File: src/rtl/sprite_addr_gen.sv
// Purpose: maps a heading angle to a rotation frame and emits sprite-sheet ROM addresses, one beat or a whole frame in raster order.
// Latency: out_valid rises on the second edge after a single command is presented with cmd_ready high; a burst starts one edge later.
// Backpressure: out_valid && !out_ready freezes both stages and the burst walker; cmd_ready drops while stalled or bursting.
//
// Ports:
//   clk, rst_n (async, active-low), abort (synchronous flush)
//   cmd_valid/cmd_ready/cmd_mode/cmd_degree/cmd_x/cmd_y : command stream (mode 0 single, 1 burst)
//   out_valid/out_ready/out_addr/out_x/out_y/out_frame/out_last/out_oob : address stream
//   busy : burst in progress or any beat in flight
module sprite_addr_gen #(
    parameter int FRAME_W    = 75,
    parameter int FRAME_H    = 75,
    parameter int SHEET_COLS = 8,
    parameter int NUM_FRAMES = 16,
    parameter int COORD_W    = 7,
    parameter int ADDR_W     = 17,
    parameter int BASE_ADDR  = 0
) (
    input  logic                          clk,
    input  logic                          rst_n,
    input  logic                          abort,
    input  logic                          cmd_valid,
    output logic                          cmd_ready,
    input  logic                          cmd_mode,
    input  logic [8:0]                    cmd_degree,
    input  logic [COORD_W-1:0]            cmd_x,
    input  logic [COORD_W-1:0]            cmd_y,
    output logic                          out_valid,
    input  logic                          out_ready,
    output logic [ADDR_W-1:0]             out_addr,
    output logic [COORD_W-1:0]            out_x,
    output logic [COORD_W-1:0]            out_y,
    output logic [$clog2(NUM_FRAMES)-1:0] out_frame,
    output logic                          out_last,
    output logic                          out_oob,
    output logic                          busy
);

    localparam int FRM_W    = $clog2(NUM_FRAMES);
    localparam int COL_BITS = $clog2(SHEET_COLS);

    localparam logic [31:0] FW32        = 32'(FRAME_W);
    localparam logic [31:0] FH32        = 32'(FRAME_H);
    localparam logic [31:0] BASE32      = 32'(BASE_ADDR);
    localparam logic [31:0] COL_MASK    = 32'(SHEET_COLS - 1);
    localparam logic [31:0] ROW_STRIDE  = 32'(SHEET_COLS * FRAME_W);
    localparam logic [31:0] BAND_STRIDE = 32'(FRAME_H * SHEET_COLS * FRAME_W);

    localparam logic [COORD_W-1:0] X_LAST = COORD_W'(FRAME_W - 1);
    localparam logic [COORD_W-1:0] Y_LAST = COORD_W'(FRAME_H - 1);

    typedef enum logic {IDLE, BURST} state_t;

    state_t               state, state_nxt;
    logic                 stall;

    // Command decode
    logic [8:0]           deg_wrap;
    logic [FRM_W-1:0]     cmd_frame;
    logic                 cmd_oob;

    // Burst walker
    logic [FRM_W-1:0]     burst_frame;
    logic [COORD_W-1:0]   bx, by;
    logic                 burst_end;

    // Beat offered to stage A this cycle
    logic                 issue_vld;
    logic [FRM_W-1:0]     issue_frame;
    logic [COORD_W-1:0]   issue_x, issue_y;
    logic                 issue_last, issue_oob;
    logic                 start_burst;

    // Stage A
    logic                 a_vld;
    logic [FRM_W-1:0]     a_frame;
    logic [COORD_W-1:0]   a_x, a_y;
    logic                 a_last, a_oob;
    logic [31:0]          a_frame32;
    logic [ADDR_W-1:0]    a_addr;

    assign stall     = out_valid && !out_ready;
    assign cmd_ready = (state == IDLE) && !stall;
    assign busy      = (state == BURST) || a_vld || out_valid;

    // Headings 360..511 fold back once; the largest folded value (151) stays in range.
    assign deg_wrap  = (cmd_degree >= 9'd360) ? (cmd_degree - 9'd360) : cmd_degree;
    assign cmd_frame = FRM_W'((32'(deg_wrap) * 32'(NUM_FRAMES)) / 32'd360);
    assign cmd_oob   = (32'(cmd_x) >= FW32) || (32'(cmd_y) >= FH32);

    assign burst_end = (bx == X_LAST) && (by == Y_LAST);

    // Sheet row/column of the frame are a shift and a mask because SHEET_COLS is a power of two.
    // The sum is formed at 32 bits and deliberately truncated to the ROM width.
    assign a_frame32 = 32'(a_frame);
    assign a_addr    = ADDR_W'(BASE32
                               + (a_frame32 >> COL_BITS) * BAND_STRIDE
                               + 32'(a_y) * ROW_STRIDE
                               + (a_frame32 & COL_MASK) * FW32
                               + 32'(a_x));

    always_ff @(posedge clk or negedge rst_n) begin
        if (!rst_n) begin
            state <= IDLE;
        end else begin
            state <= state_nxt;
        end
    end

    always_comb begin
        state_nxt   = state;
        issue_vld   = 1'b0;
        issue_frame = cmd_frame;
        issue_x     = cmd_x;
        issue_y     = cmd_y;
        issue_last  = 1'b0;
        issue_oob   = 1'b0;
        start_burst = 1'b0;
        case (state)
            IDLE: begin
                if (cmd_valid && cmd_ready) begin
                    if (cmd_mode) begin
                        start_burst = 1'b1;
                        state_nxt   = BURST;
                    end else begin
                        issue_vld  = 1'b1;
                        issue_last = 1'b1;
                        issue_oob  = cmd_oob;
                    end
                end
            end
            BURST: begin
                if (!stall) begin
                    issue_vld   = 1'b1;
                    issue_frame = burst_frame;
                    issue_x     = bx;
                    issue_y     = by;
                    issue_last  = burst_end;
                    if (burst_end) begin
                        state_nxt = IDLE;
                    end
                end
            end
        endcase
        // abort wins over everything, including a command offered in the same cycle
        if (abort) begin
            state_nxt   = IDLE;
            issue_vld   = 1'b0;
            start_burst = 1'b0;
        end
    end

    always_ff @(posedge clk or negedge rst_n) begin
        if (!rst_n) begin
            burst_frame <= '0;
            bx          <= '0;
            by          <= '0;
            a_vld       <= 1'b0;
            a_frame     <= '0;
            a_x         <= '0;
            a_y         <= '0;
            a_last      <= 1'b0;
            a_oob       <= 1'b0;
            out_valid   <= 1'b0;
            out_addr    <= '0;
            out_x       <= '0;
            out_y       <= '0;
            out_frame   <= '0;
            out_last    <= 1'b0;
            out_oob     <= 1'b0;
        end else if (abort) begin
            a_vld     <= 1'b0;
            a_frame   <= '0;
            a_x       <= '0;
            a_y       <= '0;
            a_last    <= 1'b0;
            a_oob     <= 1'b0;
            out_valid <= 1'b0;
            out_addr  <= '0;
            out_x     <= '0;
            out_y     <= '0;
            out_frame <= '0;
            out_last  <= 1'b0;
            out_oob   <= 1'b0;
        end else begin
            if (start_burst) begin
                burst_frame <= cmd_frame;
                bx          <= '0;
                by          <= '0;
            end else if (issue_vld && (state == BURST)) begin
                if (bx == X_LAST) begin
                    bx <= '0;
                    by <= by + COORD_W'(1);
                end else begin
                    bx <= bx + COORD_W'(1);
                end
            end

            if (!stall) begin
                a_vld <= issue_vld;
                if (issue_vld) begin
                    a_frame <= issue_frame;
                    a_x     <= issue_x;
                    a_y     <= issue_y;
                    a_last  <= issue_last;
                    a_oob   <= issue_oob;
                end
                out_valid <= a_vld;
                if (a_vld) begin
                    out_addr  <= a_oob ? ADDR_W'(BASE32) : a_addr;
                    out_x     <= a_x;
                    out_y     <= a_y;
                    out_frame <= a_frame;
                    out_last  <= a_last;
                    out_oob   <= a_oob;
                end
            end
        end
    end

endmodule

File: config.mk
export PLATFORM = sky130hd
export DESIGN_NAME = sprite_addr_gen
export DESIGN_NICKNAME = d
export VERILOG_FILES = /design/src/rtl/sprite_addr_gen.sv
export SDC_FILE = /design/constraint.sdc
export NUM_CORES = 1
export LEC_CHECK = 0
export CORE_ASPECT_RATIO = 0.9
export CORE_MARGIN = 10
export CORE_UTILIZATION = 50
export CTS_BUF_LIST = sky130_fd_sc_hd__clkbuf_4
export DETAILED_ROUTE_END_ITERATION = 16
export GPL_ROUTABILITY_DRIVEN = 0
export PLACE_DENSITY = 0.71
export SYNTH_ARGS = -nofsm -noshare
export SYNTH_HDL_FRONTEND = slang
export SYNTH_SLANG_ARGS = --single-unit
File: constraint.sdc
create_clock -name clk -period 6.7 [get_ports clk]
set_input_delay 1.005 -clock clk [delete_from_list [all_inputs] [get_ports clk]]
set_output_delay 1.005 -clock clk [all_outputs]
set_load 0.05 [all_outputs]
==> flow_metrics.tcl <==
set metrics [dict create \
    outcome "finished clean" \
    clkTransAtPathRegs_ps 130 \
    p_sw_mw 0.795 \
    synthAdderAreaFrac 0.190 \
    cts_tree "done" \
    wl_met3_um 945 \
    critPathRequiredTime_ps 7000 \
    synth_top_area_frac 0.276 \
    post_drt_wl_per_cell_um 16.3 \
    drt_pre_antenna_iters 4 \
    skew_ps 15.2 \
    route.detailed.drc 0 \
    drt_iter0_markers 543 \
    final.setup.worst_slack_ps 362 \
    hold_viol 0 \
    clock_latency_ps 450 \
    yosys.area_share.simple 0.154 \
    grt_overflow_total 0 \
    fp-row-count 41 \
    yosys_warnings 0 \
    arrival_ps 6640 \
    io_buffers 68 \
    wl_met2_um 7970 \
    synthMuxAreaShare 0.0271 \
    diodes 0 \
    hold_buffers 0 \
    cts.htree.levels 3 \
    netlist_top_cells_area "dfrtp_1 (28%), ha_1 (14%), fa_1 (4.8%), inv_1 (4.5%), o21ai_0 (4.0%)" \
    final_cell_mix "inv_1 (85), ha_1 (79), dfrtp_1 (78)" \
    clock-sinks 78 \
    start_util 0.507 \
    vias 6216 \
    synth_edf_count 0 \
    synth_top_cell_by_area "dfrtp_1" \
    antenna_found_initial 0 \
    vdd_ir_drop_max_mv 0.110 \
    dieWidth_um 145 \
    critPathTopFamily "simple AND/OR/NAND/NOR gates" \
    cts_made_buffers 9 \
    nNetsFinal 994 \
    synth_flop_cell "dfrtp_1" \
    grt_pass1_vias 6139 \
    power.share.clock 0.158 \
    start_kind "input pin" \
    track_usage 0.178 \
    yosysSeqAreaShare 0.276 \
    slew_headroom 0.340 \
    tightest_slew_ps 990 \
    finalCritPeriodShare 0.946 \
    async_flop_share 1.00 \
    synth_top_family_by_area "compound AO/OA/AOI/OAI gates" \
    cp_max_fo 8 \
    critPathMaxStageDelay_ps 510 \
    p_sw_frac 0.433 \
    ant_nets 0 \
    top_layer "met4" \
    synth_xor_area_frac 0.0458 \
    cp_slowest_cell "or4_4" \
    grt_pass1_wl_um 29700 \
    syn_area_um2 7070 \
    worst-path-buf-inv 3 \
    worst_path_most_repeated_cell "a21oi_1" \
    area_growth_pct 14.6 \
    seq_power_share 0.321 \
    comb_power_share 0.520 \
    power.density_nw_per_um2 227 \
    dieArea_um2 19300 \
    ios 69 \
    cts_max_path_buffers 2 \
    avgSynthCellArea_um2 8.70 \
    via_per_inst 5.83 \
    p_int_mw 1.04 \
    p_leak_nw 3.79 \
    hold_ws_ps 491 \
    coreArea_um2 14000 \
    synth_compound_area_frac 0.231 \
    pre_cts_ws_ps -99.5 \
    grt_max_degree 79 \
    synth-seq-cells 78 \
    die-height_um 133 \
    slew_violations 0 \
    final_common_cell "inv_1" \
    dpl.hpwl_um 13500 \
    syn-num-nets 939 \
    wirelength_um 17300 \
    synth_cells 813 \
    layout-drive-gt1-share 0.0756 \
    setup.worst_path.class "in2reg" \
    hp-class "reg2reg" \
    max_freq_mhz 158 \
    wl_met1_um 8050 \
    finalCriticalPeriod_ps 6340 \
    drv_cap 0 \
    cp-end-kind "flop" \
    synth.distinct_cells 79 \
    setup_viol 0 \
    root_buffer "clkbuf_4" \
]
-- tightest hold or removal path: stages (launching register included) --
cell	delay, ps
dfrtp_1	360
nand2_1	50
o21ai_0	60
-- flip-flops by register name (all words and copies together), names as in the netlist, 4 cells and up --
| signal | flops |
|---|---|
| out_addr | 17 |
| a_x | 7 |
| a_y | 7 |
| bx | 7 |
| by | 7 |
| out_x | 7 |
| out_y | 7 |
| a_frame | 4 |
| burst_frame | 4 |
| out_frame | 4 |
-- area by class of cell --
cell class | instances | area, um^2
fillers | 1260 | 5850
clock inverters | 6 | 61.3
multi-input cells | 603 | 4610
clock buffers | 10 | 75.1
flip-flops and latches | 78 | 1950
repair buffers | 90 | 846
inverters | 86 | 323
well taps | 193 | 241
-- kinds of logic (layout without fill, tap and decap cells) --
logic type | Yosys count | after routing
AOI/OAI and AO/OA | 235 | 235
xor gates and xnor gates | 37 | 37
adders and majority gates | 97 | 97
buffers and inverters | 132 | 192
DFF | 78 | 78
muxes | 19 | 19
and+or+nand+nor | 215 | 215
-- Yosys cell counts, types with 10 or more instances --
cell,instances
dfrtp_1,78
o31ai_1,12
nand2_1,48
ha_1,80
inv_1,85
nor2b_1,12
a21oi_1,44
a211oi_1,19
fa_1,17
a22o_1,25
clkbuf_1,28
xnor2_1,28
and3_1,11
a21o_1,10
nand3_1,16
mux2i_1,18
nor2_1,63
nand4_1,11
o21ai_0,56
-- per-stage QoR --
stage / power [mW] / area (um^2) / TNS (ps) / util / cells
6_report: 1.84 / 8110 / 0 / 0.581 / 1066
5_1_grt: 2.01 / 8110 / -2.05 / 0.581 / 1066
4_1_cts: 1.85 / 8080 / 0 / 0.579 / 1065
3_5_place_dp: 1.55 / 7940 / -157 / 0.569 / 1049
3_3_place_gp: 1.53 / 7940 / 0 / 0.569 / 1049
2_1_floorplan: 1.30 / 7070 / 0 / - / 813
-- metal layers --
layer / vias to the layer above / track usage
met1: 2956 / 0.242
met3: 35 / 0.0365
met5: - / 0
li1: 3013 / -
met4: 0 / 0.0494
met2: 212 / 0.281
-- path summary, 6_finish.rpt --
kind / slack, ps / end / cells after the start / from
setup / recovery: 360 / burst_frame[0] / 28 / cmd_degree[4]
hold / removal: 490 / out_addr[13] / 2 / out_addr[13]
setup reg to reg: 1140 / out_addr[16] / 24 / a_y[0]
min in group asynchronous: 700 / out_addr[5] / 1 / rst_n
hold reg to reg: 490 / out_addr[13] / 2 / out_addr[13]
max in group asynchronous: 5350 / bx[2] / 1 / rst_n
-- power groups by stage --
stage | clock, mW | sequential [mW] | combinational, mW
after floorplan | 0 | 0.644 | 0.661
after detailed placement | 0 | 0.600 | 0.947
after global routing | 0.321 | 0.601 | 1.09
after global placement | 0 | 0.597 | 0.929
after CTS | 0.299 | 0.591 | 0.958
final | 0.291 | 0.591 | 0.956
-- repair_timing --
item / CTS / global route
endpoints found under the setup margin: 0 / 2
gates resized for setup: 0 / 7
setup buffers: 0 / 1
(Power assumes the default switching activity.)
